[src/rtl/clock_div_meter_pkg.sv]
// Shared types and constants for the divided-clock meter.
package clock_div_meter_pkg;

    // Measurement FSM states
    typedef enum logic [1:0] {
        IDLE   = 2'd0,
        ARM    = 2'd1,
        TRACK  = 2'd2,
        LOCKED = 2'd3
    } state_t;

    // Bit positions inside the 8-bit status byte
    localparam int FACTOR_LSB = 0;
    localparam int FACTOR_W   = 3;
    localparam int VALID      = 3;
    localparam int MATCH      = 4;
    localparam int STALL      = 5;
    localparam int GLITCH     = 6;
    localparam int EDGE       = 7;

    // Bit positions inside the 8-bit control byte
    localparam int IN_CLK     = 0;
    localparam int IN_ENABLE  = 1;
    localparam int IN_EXP_LSB = 2;

    // Largest divide factor the 3-bit result field can report
    localparam int MAX_FACTOR = 7;

endpackage

[src/rtl/clock_div_meter_if.sv]
// Tiny-user 8-bit pin bundle: control/measured clock in, status byte out.
interface clock_div_meter_if;
    logic [7:0] io_in;
    logic [7:0] out;

    // Driver side (stimulus / host)
    modport master (output io_in, input out);

    // Meter side
    modport slave (input io_in, output out);
endinterface

[src/rtl/clock_div_meter_edge_sync.sv]
// Synchronizes the measured clock into clk and flags every toggle.
module clock_div_meter_edge_sync #(
    parameter int SYNC_STAGES = 2
) (
    input  logic clk,
    input  logic rst_n,
    input  logic din,
    output logic edge_det
);

    logic [SYNC_STAGES-1:0] sync_q, sync_d;
    logic                   hist_q, hist_d;

    // Shift the pin through the synchronizer chain; history trails the last stage
    always_comb begin
        sync_d = {sync_q[SYNC_STAGES-2:0], din};
        hist_d = sync_q[SYNC_STAGES-1];
    end

    // Synchronizer and history registers
    always_ff @(posedge clk or negedge rst_n) begin
        if (!rst_n) begin
            sync_q <= '0;
            hist_q <= 1'b0;
        end else begin
            sync_q <= sync_d;
            hist_q <= hist_d;
        end
    end

    // Both polarities count as an edge
    assign edge_det = sync_q[SYNC_STAGES-1] ^ hist_q;

endmodule

[src/rtl/clock_div_meter.sv]
// Divided-clock meter: measures toggle spacing on io_in[0], recovers the
// divide factor, locks on repeated equal readings and reports status.
//
// state  | meaning
// -------+-------------------------------------------------------------
// IDLE   | disabled; all measurement state cleared
// ARM    | waiting for the first edge to start an interval
// TRACK  | collecting equal measurements toward lock
// LOCKED | factor confirmed; any different interval is a glitch
module clock_div_meter
    import clock_div_meter_pkg::*;
#(
    parameter int SYNC_STAGES = 2,
    parameter int CNT_W       = 5,
    parameter int TIMEOUT     = 16,
    parameter int LOCK_COUNT  = 2
) (
    input  logic       clk,
    input  logic       rst_n,
    clock_div_meter_if.slave tiny
);

    // One spare count value so LOCK_COUNT=1 can still increment without wrap
    localparam int                MC_W    = $clog2(LOCK_COUNT + 2);
    localparam logic [MC_W-1:0]   LOCK_MC = MC_W'(LOCK_COUNT);
    localparam logic [CNT_W-1:0]  TMO     = CNT_W'(TIMEOUT);
    localparam logic [CNT_W-1:0]  MAX_M   = CNT_W'(MAX_FACTOR);

    logic                en;
    logic [2:0]          exp_factor;
    logic                edge_det;
    logic                unused_io;

    state_t              state_q, state_d;
    logic [CNT_W-1:0]    cnt_q, cnt_d;
    logic [MC_W-1:0]     mc_q, mc_d;
    logic [MC_W-1:0]     mc_upd;
    logic [2:0]          factor_q, factor_d;
    logic                valid_q, valid_d;
    logic                match_q, match_d;
    logic                stall_q, stall_d;
    logic                glitch_q, glitch_d;
    logic                edge_out_q, edge_out_d;

    logic                timeout;
    logic                m_in_range;
    logic [2:0]          m_fac;
    logic                m_eq;

    assign en         = tiny.io_in[IN_ENABLE];
    assign exp_factor = tiny.io_in[IN_EXP_LSB +: 3];
    assign unused_io  = ^tiny.io_in[7:5];

    clock_div_meter_edge_sync #(
        .SYNC_STAGES (SYNC_STAGES)
    ) u_edge_sync (
        .clk      (clk),
        .rst_n    (rst_n),
        .din      (tiny.io_in[IN_CLK]),
        .edge_det (edge_det)
    );

    // The counter value at an edge is the measurement m
    assign timeout    = (cnt_q == TMO);
    assign m_in_range = (cnt_q <= MAX_M);
    assign m_fac      = cnt_q[2:0];
    assign m_eq       = m_in_range && (m_fac == factor_q);

    // Interval counter: restarts on each edge, saturates at the timeout value
    always_comb begin
        cnt_d = cnt_q;
        if (!en || state_q == IDLE) begin
            cnt_d = '0;
        end else if (edge_det) begin
            cnt_d = '0;
        end else if (cnt_q != TMO) begin
            cnt_d = cnt_q + CNT_W'(1);
        end
    end

    // Next-state and status update; disable overrides every other event
    always_comb begin
        state_d  = state_q;
        mc_d     = mc_q;
        mc_upd   = '0;
        factor_d = factor_q;
        valid_d  = valid_q;
        stall_d  = stall_q;
        glitch_d = glitch_q;

        if (!en) begin
            state_d  = IDLE;
            mc_d     = '0;
            factor_d = '0;
            valid_d  = 1'b0;
            stall_d  = 1'b0;
            glitch_d = 1'b0;
        end else begin
            case (state_q)
                IDLE: begin
                    state_d = ARM;
                end
                ARM: begin
                    if (edge_det) begin
                        state_d = TRACK;
                        mc_d    = '0;
                    end else if (timeout) begin
                        stall_d = 1'b1;
                    end
                end
                TRACK: begin
                    if (edge_det) begin
                        if (!m_in_range) begin
                            mc_upd = '0;
                        end else if (mc_q == '0 || !m_eq) begin
                            factor_d = m_fac;
                            mc_upd   = MC_W'(1);
                        end else begin
                            mc_upd = mc_q + MC_W'(1);
                        end
                        mc_d = mc_upd;
                        if (mc_upd >= LOCK_MC) begin
                            state_d = LOCKED;
                            valid_d = 1'b1;
                        end
                    end else if (timeout) begin
                        state_d = ARM;
                        stall_d = 1'b1;
                        valid_d = 1'b0;
                        mc_d    = '0;
                    end
                end
                LOCKED: begin
                    if (edge_det) begin
                        if (!m_eq) begin
                            state_d  = TRACK;
                            glitch_d = 1'b1;
                            valid_d  = 1'b0;
                            if (m_in_range) begin
                                factor_d = m_fac;
                                mc_d     = MC_W'(1);
                            end else begin
                                mc_d     = '0;
                            end
                        end
                    end else if (timeout) begin
                        state_d = ARM;
                        stall_d = 1'b1;
                        valid_d = 1'b0;
                        mc_d    = '0;
                    end
                end
                default: begin
                    state_d = IDLE;
                end
            endcase
        end
    end

    // Match follows valid one cycle later, but drops together with a disable
    always_comb begin
        match_d    = en && valid_q && (factor_q == exp_factor);
        edge_out_d = edge_det;
    end

    // State and status registers
    always_ff @(posedge clk or negedge rst_n) begin
        if (!rst_n) begin
            state_q    <= IDLE;
            cnt_q      <= '0;
            mc_q       <= '0;
            factor_q   <= '0;
            valid_q    <= 1'b0;
            match_q    <= 1'b0;
            stall_q    <= 1'b0;
            glitch_q   <= 1'b0;
            edge_out_q <= 1'b0;
        end else begin
            state_q    <= state_d;
            cnt_q      <= cnt_d;
            mc_q       <= mc_d;
            factor_q   <= factor_d;
            valid_q    <= valid_d;
            match_q    <= match_d;
            stall_q    <= stall_d;
            glitch_q   <= glitch_d;
            edge_out_q <= edge_out_d;
        end
    end

    // Pack the status byte
    always_comb begin
        tiny.out                            = '0;
        tiny.out[FACTOR_LSB +: FACTOR_W]    = factor_q;
        tiny.out[VALID]                     = valid_q;
        tiny.out[MATCH]                     = match_q;
        tiny.out[STALL]                     = stall_q;
        tiny.out[GLITCH]                    = glitch_q;
        tiny.out[EDGE]                      = edge_out_q;
    end

endmodule
[src/flat_wrapper.sv]
// flat-port wrapper written by rule: the top's interface ports become plain ports
module clock_div_meter_flat import clock_div_meter_pkg::*;
#(
    parameter int SYNC_STAGES = 2,
    parameter int CNT_W       = 5,
    parameter int TIMEOUT     = 16,
    parameter int LOCK_COUNT  = 2
)
  (clk, rst_n, tiny_io_in, tiny_out);
  clock_div_meter_if tiny_i ();
  input  logic clk;
  input  logic rst_n;
  input wire logic [$bits(tiny_i.io_in)-1:0] tiny_io_in;
  output wire logic [$bits(tiny_i.out)-1:0] tiny_out;
  assign tiny_i.io_in = tiny_io_in;
  assign tiny_out = tiny_i.out;
  clock_div_meter #(.SYNC_STAGES(SYNC_STAGES), .CNT_W(CNT_W), .TIMEOUT(TIMEOUT), .LOCK_COUNT(LOCK_COUNT)) u_core (.clk(clk), .rst_n(rst_n), .tiny(tiny_i));
endmodule
[config.mk]
export PLATFORM = sky130hd
export DESIGN_NAME = clock_div_meter_flat
export DESIGN_NICKNAME = d
export VERILOG_FILES = /design/src/rtl/clock_div_meter_pkg.sv /design/src/rtl/clock_div_meter_if.sv /design/src/rtl/clock_div_meter_edge_sync.sv /design/src/rtl/clock_div_meter.sv /design/src/flat_wrapper.sv
export SDC_FILE = /design/constraint.sdc
export NUM_CORES = 1
export LEC_CHECK = 0
export BUFFER_PORTS_ARGS = -buffer_cell sky130_fd_sc_hd__buf_4
export CORE_MARGIN = 2
export CORE_UTILIZATION = 54
export CTS_CLUSTER_SIZE = 16
export DETAILED_ROUTE_END_ITERATION = 16
export PLACE_DENSITY = 0.76
export SETUP_SLACK_MARGIN = 0.2
export SLEW_MARGIN = 30
export SYNTH_ARGS = -nofsm -noshare
export SYNTH_HDL_FRONTEND = slang
export SYNTH_HIERARCHICAL = 1
export SYNTH_SLANG_ARGS = --single-unit
[constraint.sdc]
create_clock -name clk -period 2 [get_ports clk]
set_input_delay 0.1 -clock clk [delete_from_list [all_inputs] [get_ports clk]]
set_output_delay 0.1 -clock clk [all_outputs]
set_load 0.01 [all_outputs]
Yosys cells after proc, flatten, opt, wreduce, memory -nomap -nowiden
Index checks and enable logic that the tools add are counted.
{"block": "classes", "order_cmp": 2, "reduce_logical": 17, "add_sub_neg": 2, "bitwise_logic": 1, "eq_ne": 24, "n_mux": 47}
{"cell": "$mux 2", "count": 18}
{"cell": "$mux 3", "count": 7}
{"cell": "$ne 3x2->1 const B", "count": 6}
{"cell": "$mux 1", "count": 15}
{"cell": "$mux 5", "count": 3}
{"cell": "$reduce_and 3->1", "count": 5}
{"cell": "$ne 4x4->1 const B", "count": 2}
{"cell": "$pmux 2 s4", "count": 1}
{"cell": "$reduce_and 7->1", "count": 1}
{"cell": "$eq 3x3->1", "count": 2}
{"cell": "$ne 2x1->1 const B", "count": 3}
{"cell": "$ne 2x2->1 const B", "count": 3}
{"cell": "$pmux 2 s3", "count": 1}
{"cell": "$pmux 3 s2", "count": 1}
{"cell": "$add 5x1->5 const B", "count": 1}
{"cell": "$eq 5x5->1 const B", "count": 1}
{"cell": "$le 5x3->1 const B", "count": 1}
{"cell": "$ne 5x5->1 const B", "count": 1}
{"cell": "$eq 2x2->1 const B", "count": 2}
{"cell": "$logic_not 2->1", "count": 2}
{"cell": "$ne 4x1->1 const B", "count": 1}
{"cell": "$logic_and 1x1->1", "count": 3}
{"cell": "$ne 3x1->1 const B", "count": 1}
{"cell": "$ne 3x3->1 const B", "count": 1}
{"cell": "9 further kinds", "count": 11}
{"block": "totals", "reg_bits": 20, "wordCells": 104}

Depth between registers and ports, before layout
Gate-level depths: netlist (run 1).
{"block": "logic_depth", "depth_word": 14, "depth_mapped": 6}

Modules after synthesis
The synthesis (run 1) kept the hierarchy.
{"module": "clock_div_meter", "instances": 1, "seq_area_each_um2": 425.4, "area_per_inst_um2": 1036.0, "cells_per_inst": 112}
{"module": "clock_div_meter_edge_sync", "instances": 1, "seq_area_each_um2": 75.1, "area_per_inst_um2": 83.8, "cells_per_inst": 4}

Least setup slack after synthesis (run 1)
Ideal clock, no wire load.
{"block": "synth_path", "path_type": "flip-flop to flip-flop", "from": "register u_core.u_edge_sync.hist_q", "to": "register u_core.mc_q[0]", "arrival_ns": 1.427, "path_buffers": 0, "setup_ns": 0.126, "path_stages_with_launch": 6, "setup_slack_ns": 0.447, "cell_sequence": "dfrtp_1 -> xor2_1 -> o21ai_0 -> nand2_1 -> a21oi_1 -> a221o_1"}
{"block": "synth_between", "elab_chain_cells": 4, "word_cells_on_any_way": 8, "cone_classes": "eq/ne (2); mux (4); bitwise (1); reduce/logical (1)"}
{"item": "start: declaration", "line": "clock_div_meter_edge_sync.sv:12", "source": "logic hist_q, hist_d;"}
{"item": "start signal: assignment", "line": "clock_div_meter_edge_sync.sv:27", "source": "hist_q <= hist_d;"}
{"item": "$xor 1x1->1 *", "line": "clock_div_meter_edge_sync.sv:32", "source": "assign edge_det = sync_q[SYNC_STAGES-1] ^ hist_q;"}
{"item": "named net u_core.edge_det", "line": "clock_div_meter.sv:31", "source": "logic edge_det;"}
{"item": "$mux 2 (on tied branches)", "line": "clock_div_meter.sv:134, clock_div_meter.sv:112"}
{"item": "$pmux 2 s3", "line": "clock_div_meter.sv:99", "source": "case (state_q)"}
{"item": "$mux 2", "line": "clock_div_meter.sv:91", "source": "if (!en) begin"}
{"item": "end signal: assignment", "line": "clock_div_meter.sv:181", "source": "mc_q <= mc_d;"}
{"item": "end: declaration", "line": "clock_div_meter.sv:36", "source": "logic [MC_W-1:0] mc_q, mc_d;"}
Mark *: on every way through the listed nets, which the timed path passes. The rest lies on a longest branch.
A chain may end at the register's enable or synchronous reset.

Worst setup path after layout (run 1)
{"block": "layout_path", "from": "register u_core.cnt_q[0]", "to": "register u_core.valid_q"}
{"block": "layout_between", "elab_chain_cells": 12, "word_cells_on_any_way": 20, "cone_classes": "order compare (2); eq/ne (4); mux (10); reduce/logical (4)"}
{"item": "start: declaration", "line": "clock_div_meter.sv:35", "source": "logic [CNT_W-1:0] cnt_q, cnt_d;"}
{"item": "start signal: assignment", "line": "clock_div_meter.sv:180", "source": "cnt_q <= cnt_d;"}
{"item": "$le 5x3->1 / $eq 3x3->1 (equally long branches)", "line": "clock_div_meter.sv:65, clock_div_meter.sv:67"}
{"item": "$logic_and 1x1->1", "line": "clock_div_meter.sv:67", "source": "assign m_eq = m_in_range && (m_fac == factor_q);"}
{"item": "$logic_not 1->1", "line": "clock_div_meter.sv:115", "source": "end else if (mc_q == '0 || !m_eq) begin"}
{"item": "$logic_or 1x1->1", "line": "clock_div_meter.sv:115"}
{"item": "$mux 2", "line": "clock_div_meter.sv:115"}
{"item": "$mux 2", "line": "clock_div_meter.sv:113", "source": "if (!m_in_range) begin"}
{"item": "$mux 2", "line": "clock_div_meter.sv:112", "source": "if (edge_det) begin"}
{"item": "$mux 2", "line": "clock_div_meter.sv:99"}
{"item": "$mux 2", "line": "clock_div_meter.sv:91"}
{"item": "$ge 2x2->1", "line": "clock_div_meter.sv:122", "source": "if (mc_upd >= LOCK_MC) begin"}
{"item": "$ne 4x4->1 (no line)"}
{"item": "$reduce_and 3->1 (no line)"}
{"item": "end signal: assignment", "line": "clock_div_meter.sv:183", "source": "valid_q <= valid_d;"}
{"item": "end: declaration", "line": "clock_div_meter.sv:39", "source": "logic valid_q, valid_d;"}
Several ways; a longest one is shown, not always the timed one. The select of a mux whose other input is x is not followed.

==> results of run 1 <==
-- tightest hold or removal path, delay by kind of cell --
family / cells / cell delay (ns)
buffers and inverters: 1 / 0.09
XOR/XNOR: 1 / 0.05
AND/OR/NAND/NOR: 2 / 0.11
-- worst paths after layout --
check                                        startpoint                      endpoint  slack, ns
min reg2reg                u_core/u_edge_sync/sync_q[0]  u_core/u_edge_sync/sync_q[1]       0.37
min in group asynchronous                         rst_n            u_core/factor_q[1]       0.24
max                                     u_core/cnt_q[0]                u_core/valid_q       0.28
max in group asynchronous                         rst_n               u_core/cnt_q[3]       1.55
max reg2reg                             u_core/cnt_q[0]                u_core/valid_q       0.28
min                                       tiny_io_in[2]                u_core/match_q       0.09
-- through the flow --
step | instance area (um2) | total power (uW) | cells
2_1_floorplan | 1120 | 530 | 116
3_3_place_gp | 1200 | 564 | 149
3_5_place_dp | 1200 | 568 | 149
4_1_cts | 1250 | 756 | 154
5_1_grt | 1250 | 790 | 154
6_report | 1250 | 746 | 154
-- cells by family (layout without fill, tap and decap cells) --
kind of cell,Yosys count,after routing
muxes,3,3
adders and majority gates,3,3
and+or+nand+nor,41,41
xor gates and xnor gates,10,10
buffers and inverters,16,27
AOI/OAI and AO/OA,23,23
DFF,20,20
-- state kept, by name (all words and copies together) (netlist names) --
register                   flops
u_core/cnt_q                   5
u_core/glitch_q                1
u_core/factor_q                3
u_core/state_q                 2
u_core/u_edge_sync/sync_q      2
u_core/valid_q                 1
u_core/edge_out_q              1
u_core/mc_q                    2
u_core/u_edge_sync/hist_q      1
u_core/stall_q                 1
u_core/match_q                 1
-- metal layers --
layer	global-route usage	up-vias
met5	0	-
met4	0.0972	0
met3	0.0303	6
met2	0.331	22
met1	0.236	415
li1	-	419
-- power groups by stage --
stage,Clock [uW],Sequential [uW],Combinational [uW]
3_3_place_gp,0,449,116
2_1_floorplan,0,435,95.3
5_1_grt,208,445,137
3_5_place_dp,0,449,119
4_1_cts,193,441,122
6_report,181,442,124
-- cell type report --
class,count,area share
clock buffer,3,0.0180
sequential,20,0.400
timing repair buffer,17,0.106
inverter,7,0.0210
multi-input combinational,80,0.429
tap,27,0.0270
-- layout by cell type, fill, tap and decap left out, types with 4 or more instances in the layout --
cell type,count
xor2_1,8
a21oi_1,5
inv_1,7
buf_4,15
nand3_1,4
dfrtp_1,20
nand2_1,17
nor2_1,7
-- timing repair --
action,in CTS,in global routing
hold buffers,2,0
hold endpoints to repair,21,0
setup endpoints to repair,0,1
gates resized for setup,0,1
==> results.json, run 1 <==
{
  "dieArea_um2": 2450,
  "fmax_ghz": 0.581,
  "synthMostInstantiatedCell": "dfrtp_1",
  "synth-compound-area-share": 0.145,
  "grt-ovfl-total": 0,
  "hold-path-cell-count": 4,
  "net-switching-power_uw": 205,
  "rows": 16,
  "setup_ws_ns": 0.280,
  "cts_made_buffers": 3,
  "seqPwrFrac": 0.592,
  "post_cts_buffers": 0,
  "grt_pass1_wl_um": 3640,
  "cp.arrival_ns": 1.91,
  "fin_hold_ws_ns": 0.0891,
  "wl_met1_um": 973,
  "p_int_uw": 542,
  "boundaryPins": 18,
  "ir_worst_vdd_v": 0.000378,
  "synth_area_um2": 1120,
  "antennaDiodeCount": 0,
  "drt-wirelength-per-cell_um": 13.8,
  "die_h_um": 49.5,
  "cp-end-kind": "register",
  "cts.sinks": 20,
  "synth_nets": 129,
  "ys_types": 35,
  "synth.avg_cell_area_um2": 9.65,
  "regArea_um2": 500,
  "route.met2.wl_um": 1020,
  "p_per_area_nw_per_um2": 596,
  "seq_area_frac_synth": 0.447,
  "synth-simple-area-share": 0.191,
  "yosys_most_used_dff": "dfrtp_1",
  "fin_setup_tns_ns": 0,
  "track_usage": 0.194,
  "clkPwrFrac": 0.242,
  "netlist_top_cells_area": "dfrtp_1 45%, xor2_1 6.3%, nand2_1 5.7%",
  "dpl.hpwl_um": 1490,
  "synth_top_family_by_area": "simple AND/OR/NAND/NOR gates",
  "min_period_ns": 1.72,
  "nets": 142,
  "synth_common_cells": "20 x dfrtp_1, 17 x nand2_1, 8 x xor2_1",
  "crit_required_ns": 2.19,
  "synth-seq-cells": 20,
  "die_x_um": 49.5,
  "crit_path_max_incr_delay_ns": 0.47,
  "synth_top_area_frac": 0.447,
  "fin_crit_sh": 0.860,
  "initial_core_util": 0.571,
  "avgViaCountPerCell": 5.60,
  "worstPathMaxFanout": 6,
  "cp_slowest_cell": "dfrtp_1",
  "critPathTopFamily": "simple AND/OR/NAND/NOR gates",
  "start_kind": "register",
  "dr.max_layer_used": "met4",
  "cts_tree": "yes",
  "drt_iter0_drc": 19,
  "synth-xor-area-share": 0.0782,
  "cap_violations": 0,
  "rsz0062_at_grt": "false",
  "grt_max_degree": 21,
  "place_ws_ns": 0.269,
  "power.leakage_uw": 0.000552,
  "coreArea_um2": 1960,
  "switching_share": 0.274,
  "syn2layout_area_growth_pct": 11.8,
  "worst_pin_slew_ns": 0.504,
  "yosys.area.top_type": "dfrtp_1",
  "postRouteAntennaNets": 0,
  "grt_pass1_vias": 821,
  "io_buffers": 14,
  "layout-drive-gt1-share": 0.181,
  "met3_length_um": 73,
  "cts_buffer_depth": 2,
  "multiInputGateArea_um2": 537,
  "synth_edf_count": 0,
  "synth_fa_ha_area_frac": 0.0335,
  "cts_root_buffer": "clkbuf_4",
  "final_core_util": 0.638,
  "synth_mux_area_frac": 0.0268,
  "synth-warning-count": 6,
  "path_depth": 6,
  "outcome": "finished clean",
  "drc": 0,
  "ys_async_sr_fraction": 1.00,
  "finalSetupViolations": 0,
  "vias": 862,
  "ff2ff_path_depth": 6,
  "slew_violations": 0,
  "final.fill_count": 173,
  "h-tree-depth": 1,
  "worstSkewPairLatency_ns": 0.29,
  "comb_power_share": 0.166,
  "synthCells": 116,
  "hold_viol": 0,
  "drtPass1Iterations": 4,
  "cp_cell_sequence": "inv_1, ha_1, and4bb_2, o21ai_1, a211oi_1, nor4b_1",
  "crit_buf_inv": 1,
  "antenna_found_initial": 0,
  "routed_wl_um": 2130,
  "path_clk_slew_ns": 0.10,
  "skew_ns": 0.00512,
  "crit_type": "reg -> reg",
  "slew_headroom": 0.661,
  "min_path_type": "in -> reg",
  "place_congestion": 0.860
}
(Power assumes the default switching activity.)
==> run 2: changes to the inputs <==
--- a/config.mk
+++ b/config.mk
@@ -5,12 +5,13 @@
 export SDC_FILE = /design/constraint.sdc
 export NUM_CORES = 1
 export LEC_CHECK = 0
+export ABC_AREA = 1
 export BUFFER_PORTS_ARGS = -buffer_cell sky130_fd_sc_hd__buf_4
 export CORE_MARGIN = 2
-export CORE_UTILIZATION = 54
+export CORE_UTILIZATION = 56
 export CTS_CLUSTER_SIZE = 16
 export DETAILED_ROUTE_END_ITERATION = 16
-export PLACE_DENSITY = 0.76
+export PLACE_DENSITY = 0.77
 export SETUP_SLACK_MARGIN = 0.2
 export SLEW_MARGIN = 30
 export SYNTH_ARGS = -nofsm -noshare
==> run 2 against run 1 <==
  * Critical path depth is 2 higher
  * Maximum frequency is 6.6% higher
  * Clock skew is 0.0028 ns higher
  * Sequential share of layout area is 3.9 points lower
  * Register-to-register slack better by 0.11 ns
  * Clock power is 4% higher
  * Worst hold slack better by 0.0074 ns
  * Synthesized cell count is 43% higher
  * Global-route usage is 2.6 points higher
==> results.json, run 2 <==
{
  "cts_made_buffers": 3,
  "final.fill_count": 207,
  "layout_commonest_cell": "nand2_1",
  "clkPwrFrac": 0.194,
  "seq_area_frac_synth": 0.399,
  "drtPass1Iterations": 5,
  "mostFrequentLayoutCells": "46 x nand2_1, 25 x inv_1, 19 x dfrtp_1, 14 x buf_4, 11 x nor2_1",
  "path_clk_slew_ns": 0.11,
  "routed_wl_um": 2420,
  "antenna_found_initial": 0,
  "switching_share": 0.360,
  "antennaDiodeCount": 0,
  "min_period_ns": 1.61,
  "synth_common_cells": "46 x nand2_1, 26 x inv_1, 20 x dfrtp_1",
  "ir_worst_vdd_v": 0.000599,
  "cp-end-kind": "register",
  "critPathTopFamily": "simple AND/OR/NAND/NOR gates",
  "cts.sinks": 20,
  "start_kind": "register",
  "h-tree-depth": 1,
  "ys_types": 31,
  "coreArea_um2": 2170,
  "ys_async_sr_fraction": 1.00,
  "drt-wirelength-per-cell_um": 11.8,
  "power.leakage_uw": 0.000770,
  "cp.arrival_ns": 1.82,
  "crit_buf_inv": 0,
  "cp_cell_sequence": "ha_1, nor2_2, nor2_4, a21boi_1, nor2_2, nand3_1, nand2_1, nand2_1",
  "place_ws_ns": 0.401,
  "worstPathMaxFanout": 6,
  "fin_crit_sh": 0.807,
  "p_total_uw": 979,
  "dieArea_um2": 2630,
  "net-switching-power_uw": 352,
  "initial_core_util": 0.578,
  "largest_register": "u_core/cnt_q",
  "layout-drive-gt1-share": 0.180,
  "crit_path_max_incr_delay_ns": 0.45,
  "syn2layout_area_growth_pct": 10.9,
  "boundaryPins": 18,
  "synth.avg_cell_area_um2": 7.55,
  "grt_pass1_vias": 1033,
  "synth_area_um2": 1250,
  "synthMostInstantiatedCell": "nand2_1",
  "cts_root_buffer": "clkbuf_4",
  "fin_setup_tns_ns": 0,
  "cap_violations": 0,
  "synth_nets": 179,
  "synthCells": 166,
  "crit_type": "reg -> reg",
  "hold-path-cell-count": 3,
  "place_congestion": 0.936,
  "rsz0062_at_grt": "true",
  "nets": 193,
  "synth-seq-cells": 20,
  "drc": 0,
  "worstSkewPairLatency_ns": 0.30,
  "final_core_util": 0.641,
  "design_area_um2": 1390,
  "dpl.hpwl_um": 1820,
  "largest_reg_flops": 5,
  "slew_violations": 0,
  "grt_max_degree": 21,
  "cp_slowest_cell": "dfrtp_1",
  "hold_viol": 0,
  "vias": 1075,
  "synth-warning-count": 6,
  "die_h_um": 51.3,
  "synth_edf_count": 0,
  "cts_buffer_depth": 2,
  "fmax_ghz": 0.620,
  "yosys_most_used_dff": "dfrtp_1",
  "seqPwrFrac": 0.495,
  "io_buffers": 14,
  "netlist_top_cells_area": "dfrtp_1 40%, nand2_1 14%, inv_1 7.8%",
  "p_int_uw": 626,
  "crit_required_ns": 2.21,
  "yosys.area.top_type": "dfrtp_1",
  "cts_tree": "yes",
  "track_usage": 0.220,
  "p_per_area_nw_per_um2": 704,
  "avgViaCountPerCell": 5.22,
  "synth_top_area_frac": 0.399,
  "skew_ns": 0.00790,
  "path_depth": 8,
  "postRouteAntennaNets": 0,
  "largestRegisters": "u_core/cnt_q: 5 flops, u_core/factor_q: 3 flops",
  "worst_pin_slew_ns": 0.253,
  "comb_power_share": 0.312,
  "rows": 17,
  "drt_iter0_drc": 34,
  "die_x_um": 51.3,
  "finalSetupViolations": 0,
  "min_path_type": "in -> reg",
  "grt-ovfl-total": 0,
  "slew_headroom": 0.830,
  "outcome": "finished clean",
  "setup_ws_ns": 0.386,
  "grt_pass1_wl_um": 4270,
  "placed_area_um2": 1350,
  "ff2ff_path_depth": 8
}
==> run 2: per-stage QoR <==
| step | std cells | hold slack (ns) |
|---|---|---|
| final | 206 | 0.0965 |
| after global routing | 206 | 0.115 |
| after CTS | 206 | 0.0898 |
| after detailed placement | 201 | -0.00357 |
| after global placement | 201 | -0.00965 |
| after floorplan | 166 | -0.196 |
==> run 2: per-layer routing <==
metal / vias up / global-route usage / share of wire / wire length (um)
met5: - / 0 / 0 / 0
met4: 0 / 0.114 / 0.020 / 48
met3: 6 / 0.0380 / 0.052 / 126
met2: 39 / 0.361 / 0.47 / 1130
met1: 484 / 0.277 / 0.46 / 1120
li1: 546 / - / - / -
==> run 2: repair_timing <==
item                                    4_1_cts  5_1_grt
setup buffers                                 0        0
endpoints found under the setup margin        0        1
hold buffers                                  2        0
resized for setup                             0        2
hold endpoints to repair                     21        0
==> run 2: final cells by class <==
cell class                 count  area (um2)  share of cell area
sequential                    20         502               0.361
inverter                      27         101              0.0729
tap                           28        35.0              0.0252
multi-input combinational    112         604               0.435
clock buffer                   3        22.5              0.0162
timing repair buffer          16         125              0.0900
==> run 2: kinds of logic (layout without fill, tap and decap cells) <==
family,Yosys count,count (layout),synth area share
AO/OA/AOI/OAI,18,18,0.0908
XOR/XNOR,5,5,0.0349
adder cells (fa/ha/maj),3,3,0.0299
buffers and inverters,34,46,0.119
flip-flops,20,20,0.399
AND/OR/NAND/NOR,86,86,0.326
==> run 2: power groups by stage <==
stage | Clock [uW] | Combinational (uW) | Sequential [uW]
global placement | 0 | 287 | 485
CTS | 199 | 303 | 483
finish | 189 | 305 | 484
global route | 209 | 347 | 488
floorplan | 0 | 242 | 473
detailed placement | 0 | 297 | 491
==> run 2: path summary, 6_finish.rpt <==
kind | startpoint | to | slack, ns
worst max-delay path | u_core/cnt_q[1] | u_core/factor_q[2] | 0.39
min in group asynchronous | rst_n | u_core/factor_q[0] | 0.20
worst min register to register | u_core/u_edge_sync/sync_q[0] | u_core/u_edge_sync/sync_q[1] | 0.36
max in group asynchronous | rst_n | u_core/cnt_q[0] | 1.58
worst max register to register | u_core/cnt_q[1] | u_core/factor_q[2] | 0.39
worst min-delay path | tiny_io_in[1] | u_core/stall_q | 0.1
==> run 2: worst reg2reg max path: stages, from the launching register on <==
cell and delay, ns:
dfrtp_1 0.45, ha_1 0.27, nor2_2 0.08, nor2_4 0.18
a21boi_1 0.11, nor2_2 0.16, nand3_1 0.15, nand2_1 0.08
nand2_1 0.05
